## src/rtl/uart_pkg.sv

```systemverilog
// Shared constants for the FIFO-draining UART transmitter: state encoding,
// data width and the idle level of the serial line.
package uart_pkg;

    localparam int UART_DATA_W = 8;
    localparam logic UART_IDLE = 1'b1;

    typedef logic [2:0] uart_state_t;

    localparam uart_state_t IDLE  = 3'd0;
    localparam uart_state_t POP   = 3'd1;
    localparam uart_state_t WAIT  = 3'd2;
    localparam uart_state_t START = 3'd3;
    localparam uart_state_t DATA  = 3'd4;
    localparam uart_state_t STOP  = 3'd5;

endpackage

```

## src/rtl/uart_baud_counter.sv

```systemverilog
// Bit-period timer: counts 0..CLKS_PER_BIT-1 and flags the last cycle of each bit.
// bit_tick_nxt is what bit_tick will be next cycle, so the owner can register outputs.
module uart_baud_counter #(
    parameter int CLKS_PER_BIT = 16
) (
    input  logic clk,
    input  logic rst,
    input  logic clear,
    output logic bit_tick,
    output logic bit_tick_nxt
);

    localparam int CW = $clog2(CLKS_PER_BIT);
    localparam logic [CW-1:0] LAST = CW'(CLKS_PER_BIT - 1);

    logic [CW-1:0] r_cnt;
    logic [CW-1:0] w_cnt_nxt;

    always_comb begin
        w_cnt_nxt = r_cnt + CW'(1);
        if (clear || (r_cnt == LAST)) begin
            w_cnt_nxt = '0;
        end
    end

    always_ff @(posedge clk or posedge rst) begin
        if (rst) begin
            r_cnt <= '0;
        end else begin
            r_cnt <= w_cnt_nxt;
        end
    end

    assign bit_tick     = (r_cnt == LAST);
    assign bit_tick_nxt = (w_cnt_nxt == LAST);

endmodule

```

## src/rtl/fifo_uart_tx.sv

```systemverilog
// Drains a byte FIFO one pop at a time and sends each byte as an 8N1/8N2 UART frame.
// Every output is a flop loaded from the next-state/next-datapath values.
module fifo_uart_tx
    import uart_pkg::*;
#(
    parameter int CLKS_PER_BIT = 16,
    parameter int STOP_BITS    = 1
) (
    input  logic                   clk,
    input  logic                   rst,
    input  logic                   tx_en,
    input  logic                   fifo_empty,
    input  logic [UART_DATA_W-1:0] fifo_dout,
    output logic                   fifo_rd_en,
    output logic                   tx,
    output logic                   busy,
    output logic                   frame_done
);

    localparam logic [2:0] LAST_DATA_IDX = 3'd7;
    localparam logic [2:0] LAST_STOP_IDX = 3'(STOP_BITS - 1);

    uart_state_t            r_state;
    uart_state_t            w_state_nxt;
    logic [2:0]             r_bit_idx;
    logic [2:0]             w_bit_idx_nxt;
    logic [UART_DATA_W-1:0] r_shift;
    logic [UART_DATA_W-1:0] w_shift_nxt;

    logic r_tx;
    logic r_rd_en;
    logic r_busy;
    logic r_frame_done;
    logic w_tx_nxt;
    logic w_rd_en_nxt;
    logic w_busy_nxt;
    logic w_frame_done_nxt;

    logic w_bit_tick;
    logic w_bit_tick_nxt;
    logic w_baud_clear;

    // The counter sits at 0 outside the timed states and restarts on every state change.
    assign w_baud_clear = (r_state inside {IDLE, POP, WAIT}) || (w_state_nxt != r_state);

    uart_baud_counter #(
        .CLKS_PER_BIT(CLKS_PER_BIT)
    ) u_baud (
        .clk         (clk),
        .rst         (rst),
        .clear       (w_baud_clear),
        .bit_tick    (w_bit_tick),
        .bit_tick_nxt(w_bit_tick_nxt)
    );

    always_ff @(posedge clk or posedge rst) begin
        if (rst) begin
            r_state <= IDLE;
        end else begin
            r_state <= w_state_nxt;
        end
    end

    always_comb begin
        w_state_nxt = r_state;
        case (r_state)
            IDLE:    if (tx_en && !fifo_empty) w_state_nxt = POP;
            POP:     w_state_nxt = WAIT;
            WAIT:    w_state_nxt = START;
            START:   if (w_bit_tick) w_state_nxt = DATA;
            DATA:    if (w_bit_tick && (r_bit_idx == LAST_DATA_IDX)) w_state_nxt = STOP;
            STOP:    if (w_bit_tick && (r_bit_idx == LAST_STOP_IDX)) w_state_nxt = IDLE;
            default: w_state_nxt = IDLE;
        endcase
    end

    // Bit index counts data bits in DATA and stop bits in STOP.
    always_comb begin
        w_shift_nxt   = r_shift;
        w_bit_idx_nxt = r_bit_idx;
        case (r_state)
            WAIT: begin
                w_shift_nxt   = fifo_dout;
                w_bit_idx_nxt = '0;
            end
            DATA: begin
                if (w_bit_tick) begin
                    w_shift_nxt   = r_shift >> 1;
                    w_bit_idx_nxt = (r_bit_idx == LAST_DATA_IDX) ? 3'd0 : r_bit_idx + 3'd1;
                end
            end
            STOP: begin
                if (w_bit_tick) begin
                    w_bit_idx_nxt = (r_bit_idx == LAST_STOP_IDX) ? 3'd0 : r_bit_idx + 3'd1;
                end
            end
            default: begin
            end
        endcase
    end

    always_ff @(posedge clk or posedge rst) begin
        if (rst) begin
            r_shift   <= '0;
            r_bit_idx <= '0;
        end else begin
            r_shift   <= w_shift_nxt;
            r_bit_idx <= w_bit_idx_nxt;
        end
    end

    always_comb begin
        w_rd_en_nxt      = (w_state_nxt == POP);
        w_busy_nxt       = (w_state_nxt != IDLE);
        w_tx_nxt         = UART_IDLE;
        w_frame_done_nxt = 1'b0;
        case (w_state_nxt)
            START: w_tx_nxt = ~UART_IDLE;
            DATA:  w_tx_nxt = w_shift_nxt[0];
            STOP:  w_frame_done_nxt = w_bit_tick_nxt && (w_bit_idx_nxt == LAST_STOP_IDX);
            default: begin
            end
        endcase
    end

    always_ff @(posedge clk or posedge rst) begin
        if (rst) begin
            r_tx         <= UART_IDLE;
            r_rd_en      <= 1'b0;
            r_busy       <= 1'b0;
            r_frame_done <= 1'b0;
        end else begin
            r_tx         <= w_tx_nxt;
            r_rd_en      <= w_rd_en_nxt;
            r_busy       <= w_busy_nxt;
            r_frame_done <= w_frame_done_nxt;
        end
    end

    assign tx         = r_tx;
    assign fifo_rd_en = r_rd_en;
    assign busy       = r_busy;
    assign frame_done = r_frame_done;

endmodule

```

## config.mk

```make
export PLATFORM = sky130hd
export DESIGN_NAME = fifo_uart_tx
export DESIGN_NICKNAME = d
export VERILOG_FILES = /design/src/rtl/uart_pkg.sv /design/src/rtl/uart_baud_counter.sv /design/src/rtl/fifo_uart_tx.sv
export SDC_FILE = /design/constraint.sdc
export NUM_CORES = 1
export LEC_CHECK = 0
export ABC_AREA = 1
export CAP_MARGIN = 20
export CORE_AREA = 4 4 57 59
export DETAILED_ROUTE_END_ITERATION = 12
export DIE_AREA = 0 0 61 63
export PLACE_DENSITY = 0.74
export SKIP_LAST_GASP = 1
export SYNTH_ARGS = -nofsm -noshare
export SYNTH_HDL_FRONTEND = slang
export SYNTH_SLANG_ARGS = --single-unit
export TNS_END_PERCENT = 100
```

## constraint.sdc

```tcl
create_clock -name clk -period 2 [get_ports clk]
set_clock_uncertainty 0.2 [all_clocks]
set_input_delay 0.5 -clock clk [delete_from_list [all_inputs] [get_ports clk]]
set_output_delay 0.5 -clock clk [all_outputs]
set_load 0.05 [all_outputs]
```

# Yosys cells after proc, flatten, opt, wreduce, memory -nomap -nowiden
# Index checks and enable logic that the tools add are counted.
# word_totals
reg_bits	22
input_bits	12
out_inout_bits	4
wordCells	54
# op_classes
reduce_logical	14
mux	15
n_addsub	2
n_eq_ne	14
# ops
op	count
$mux 3	8
$pmux 3 s6	1
$pmux 8 s2	1
$eq 3x3->1 const B	5
$eq 3x2->1 const B	3
$logic_not 3->1	3
$pmux 3 s3	1
$eq 4x4->1 const B	2
$mux 8	1
$eq 3x1->1 const B	2
$reduce_bool 3->1	2
$add 4x1->4 const B	1
$logic_and 1x1->1	4
$mux 4	1
$add 3x1->3 const B	1
$ne 3x3->1	1
$logic_or 1x1->1	2
$ne 2x2->1 const B	1
$pmux 1 s2	1
$reduce_and 2->1	1
$reduce_bool 2->1	1
$logic_not 1->1	1
$mux 1	1

# Depth between registers and ports, before layout
# depth
ltp_word	11
depth_mapped	10
depth_no_buf	10

# Modules after synthesis
# From an unflattened synthesis, not the netlist that was laid out.
# hier_totals
cells_unflattened	166
area_unflattened_um2	1297.5
# modules_own_cells
module	cells_each	instances	area_each_um2	seq_area_each_um2
fifo_uart_tx	141	1	1094.8	451.7
uart_baud_counter	25	1	202.7	100.1

# Least setup slack after synthesis
# OpenSTA, ideal clock, no wires.
# synth_timing
kind	register to register
from	register r_bit_idx[0]
to	register r_frame_done (netlist: frame_done)
path_buffers	0
path_slack_ps	394
t_required_ps	1728
path_stages_with_launch	10
synth_period_minus_slack_ps	1606
t_arrival_ps	1335
setup_ps	72
path_cell_list	dfrtp_1 ha_1 ha_1 inv_1 nand2_1 nand3_1 nand3_1 nor2_1 nand4_1 nor2_1
# synth_via
word_cells_on_any_way	22
cone_classes	add/sub: 1; eq/ne: 4; mux: 10; reduce/logical: 7
# synth_rtl
item	line_no	rtl
start, declared	fifo_uart_tx.sv:25	logic [2:0] r_bit_idx;
start signal, assigned	fifo_uart_tx.sv:108	r_bit_idx <= w_bit_idx_nxt;
$add 3x1->3 (tied with other cells)	fifo_uart_tx.sv:89, fifo_uart_tx.sv:94	
$mux 3 (on tied branches)	fifo_uart_tx.sv:94, fifo_uart_tx.sv:89	
$mux 3 (on tied branches)	fifo_uart_tx.sv:93, fifo_uart_tx.sv:87	
$pmux 3 s3 (*)	fifo_uart_tx.sv:81	case (r_state)
net w_bit_idx_nxt[2]	fifo_uart_tx.sv:26	logic [2:0] w_bit_idx_nxt;
$logic_not 3->1 (*)	fifo_uart_tx.sv:120	STOP: w_frame_done_nxt = w_bit_tick_nxt && (w_bit_idx_nxt == LAST_STOP_IDX);
$logic_and 1x1->1 (*)	fifo_uart_tx.sv:120	
$mux 1 (*)	fifo_uart_tx.sv:117	case (w_state_nxt)
net w_frame_done_nxt	fifo_uart_tx.sv:37	logic w_frame_done_nxt;
end signal, assigned	fifo_uart_tx.sv:136	r_frame_done <= w_frame_done_nxt;
end, declared	fifo_uart_tx.sv:33	logic r_frame_done;
# The timed path passes the listed nets; every way through them passes the cells marked *.
# A chain may end at the register's enable or synchronous reset.

# Final worst setup path
# layout_timing
from	register u_baud.r_cnt[0]
to	register r_frame_done (netlist: frame_done)
# layout_via
elab_chain_len	11
word_cells_on_any_way	20
cone_classes	add/sub: 1; eq/ne: 4; mux: 9; reduce/logical: 6
# layout_lines
item	line_no	rtl
start, declared	uart_baud_counter.sv:16	logic [CW-1:0] r_cnt;
start signal, assigned	uart_baud_counter.sv:30	r_cnt <= w_cnt_nxt;
$eq 4x4->1	uart_baud_counter.sv:21, uart_baud_counter.sv:34	
$logic_and 1x1->1 (on tied branches)	fifo_uart_tx.sv:72, fifo_uart_tx.sv:71	
$mux 3 (on tied branches)	fifo_uart_tx.sv:72, fifo_uart_tx.sv:71	
$pmux 3 s6	fifo_uart_tx.sv:66	case (r_state)
$ne 3x3->1	fifo_uart_tx.sv:44	assign w_baud_clear = (r_state inside {IDLE, POP, WAIT}) || (w_state_nxt != r_state);
$logic_or 1x1->1	fifo_uart_tx.sv:44	
$logic_or 1x1->1	uart_baud_counter.sv:21	if (clear || (r_cnt == LAST)) begin
$mux 4	uart_baud_counter.sv:21	
$eq 4x4->1	uart_baud_counter.sv:35	assign bit_tick_nxt = (w_cnt_nxt == LAST);
$logic_and 1x1->1	fifo_uart_tx.sv:120	
$mux 1 (*)	fifo_uart_tx.sv:117	
net w_frame_done_nxt	fifo_uart_tx.sv:37	
# Marked as above.

==> results.md <==
- Syn-to-layout area delta: 19.5%
- CP most frequent cell: nor2_1
- Vias in the first global route: 1,021
- Final WL: 2390 um
- Max incr delay on CP: 0.42 ns
- Post-cts hold buffer count: 0
- WL per Instance: 12.3 um
- First-pass GRT wire length: 4240 um
- Count leader, synth: nand2_1
- Residual DRC count: 0
- Pwr Density: 524 nW/um^2
- Worst Max-Slew Pin Slew: 0.273 ns
- Fin cells: 194
- Max Freq: 551 MHz
- Tcrit/Tclk final: 90.7%
- HPWL Detailed: 1880 um
- Die area: 3840 um^2
- Max rail drop VDD: 0.422 mV
- Crit path cell chain: ha_1, nand3_4, o21ai_2, nand2_1, nor2_2, nor2_1, nand4_1, nor2_1
- Cts repair resizes: 0
- Library cells used by synthesis: 23
- Max Slew Vio Count: 0
- Filler cell count: 281
- Register bit total from synthesis: 22
- Synth warn: 0
- Final core occ: 53.2%
- RSZ-0062 raised after global routing: false
- Max Cap Violations: 0
- R2R depth: 8
- Reg2Reg Setup Slack: 0.19 ns
- Synth Instances: 143
- Status: completed
- Post-synth top cells: 37 x nand2_1, 21 x dfrtp_1, 17 x inv_1
- Crit. End Element: flip-flop
- Remaining antenna violation count: 0
- Total GRT Usage: 14.4%
- GPL Wtd Cong: 0.851
- Vias per cell: 5.19
- Core Rows: 19
- Setup_tns: 0 ns
- Post-route design area: 1440 um^2
- Pre-CTS setup slack: 0.0691 ns
- Yosys top cell area share: 43.5%
- # port buffers: 15
- H-tree levels: 1
- Die height: 63 um
- Initial drt markers: 71
- Count of buffer and inverter cells on the critical path: 0
- Synth top area cells: dfrtp_1 44%, nand2_1 12%, nand3_1 6.2%
- Placed cell count: 190
- Io pins: 16
- Sequential area share after synthesis: 45.7%
- Max Buffers Root-to-Sink: 2
- Core area: 2710 um^2
- Postcts setup bufs: 0
- CTS tree: built
- Cell Area, Synth: 1210 um^2
- Max transition margin: 81.8%
- Multi-input gate area: 574 um^2
- Largest net degree at the start of global routing: 23
- Worst flop-to-flop path endpoint: frame_done
- Share of cells above drive strength 1: 19.0%
- Required @ worst endpoint: 2.02 ns
- Mapped Nets: 159
- WS Path Type: flip-flop to flip-flop
- Min cycle time layout: 1.81 ns
- Root buffer cell: clkbuf_4
- Clock latency at the later pin of the worst-skew pair: 0.31 ns
- Clk sinks: 22
- CP max FO: 10
- Hold WC Path Type: input pin to asynchronous set/reset pin
- Post-DP Area: 1410 um^2
- Critical path's slowest cell: dfrtp_1
- DRT Pass-1 Iters: 4
- Syn avg cell area: 8.44 um^2
- CTS clk-pin slew, worst paths: 0.12 ns
- Ys async rst share: 100%
- Final Hold Fails: 0
- Cell taking the most area after synthesis: dfrtp_1
- DR vias: 1,006
- Leakage: 0.724 nW
- Initial antenna violation count: 0
- Total CTS buffers: 3
- Reg area: 552 um^2
- CP top delay family: simple AND/OR/NAND/NOR gates
- Overflow after GRT: 0
- Initial core utilization: 44.6%
- EDFF count, synth: 0
- Setup-failing EPs final: 0
- Most used DFF post-synth: dfrtp_1
- DIE WIDTH: 61 um
- Crit path launch type: flip-flop
- Arr. time, crit path: 1.84 ns
- Worst r2r src: u_baud.r_cnt[0]
- Worst setup margin: 0.186 ns
- Layout Nets: 180
- Number of diodes: 0
## power by group
| part | total [mW] | internal, mW | leakage (nW) | switching (mW) |
|---|---|---|---|---|
| clock | 0.249 | 0.111 | 0.0210 | 0.138 |
| combinational | 0.0479 | 0.0284 | 0.448 | 0.0195 |
| sequential | 0.459 | 0.454 | 0.254 | 0.00497 |
| total | 0.756 | 0.593 | 0.724 | 0.162 |
## logic make-up after synthesis
logic type / count (synthesis) / synth area share, %
AND/OR/NAND/NOR: 82 / 34.1
buffers and inverters: 21 / 6.74
AO/OA/AOI/OAI: 14 / 9.33
flip-flops: 22 / 45.7
adder cells (fa/ha/maj): 4 / 4.15
## worst register-to-register path, stage by stage, from the launching register on
cell,delay [ns]
dfrtp_1,0.42
ha_1,0.27
nand3_4,0.20
o21ai_2,0.19
nand2_1,0.08
nor2_2,0.17
nor2_1,0.08
nand4_1,0.08
nor2_1,0.04
## routing by layer
layer | up-vias | track usage, % | share of wire, %
met2 | 19 | 24.1 | 51
met3 | 7 | 2.07 | 3.7
met4 | 0 | 7.86 | 2.9
li1 | 499 | - | -
met1 | 481 | 17.0 | 42
met5 | - | 0 | 0
## per-stage QoR
stage / hold slack, ns / power [mW]
global route: 0.311 / 0.789
CTS: 0.298 / 0.760
finish: 0.296 / 0.756
global placement: 0.267 / 0.515
detailed placement: 0.267 / 0.516
floorplan: 0.250 / 0.483
## sequential cells by signal (all words and copies together), names as in the netlist
register and count:
frame_done 1, r_state 3, busy 1, fifo_rd_en 1, u_baud.r_cnt 4, r_shift 8
r_bit_idx 3, tx 1
## cells in the final DEF, fill, tap and decap left out, types with 3 or more instances in the layout
cell type / instances
inv_1: 17
buf_4: 4
clkdlybuf4s50_1: 11
nand3_1: 15
inv_2: 3
ha_1: 4
a22oi_1: 6
nand2_2: 3
nor2_2: 5
nor2_4: 3
clkbuf_4: 3
nor2_1: 13
nand2_1: 37
dfrtp_1: 21
## worst max path at each step
stage                          from         end  slack (ns)  cells after the start
global route        u_baud.r_cnt[0]  frame_done        0.05                      8
floorplan              r_bit_idx[0]  frame_done        0.39                      9
CTS                 u_baud.r_cnt[0]  frame_done        0.16                      8
finish              u_baud.r_cnt[0]  frame_done        0.19                      8
global placement         fifo_empty        busy        0.17                      8
detailed placement            tx_en  frame_done        0.07                      9
## final cells by class
class                           count  share of cell area [%]
Sequential cell                    22                    38.2
Tap cell                           31                    2.69
Multi-Input combinational cell    100                    39.8
Clock buffer                        4                    2.52
Inverter                           21                    5.64
Timing Repair Buffer               16                    11.1
No activity file was read; power rests on OpenSTA's default activity.
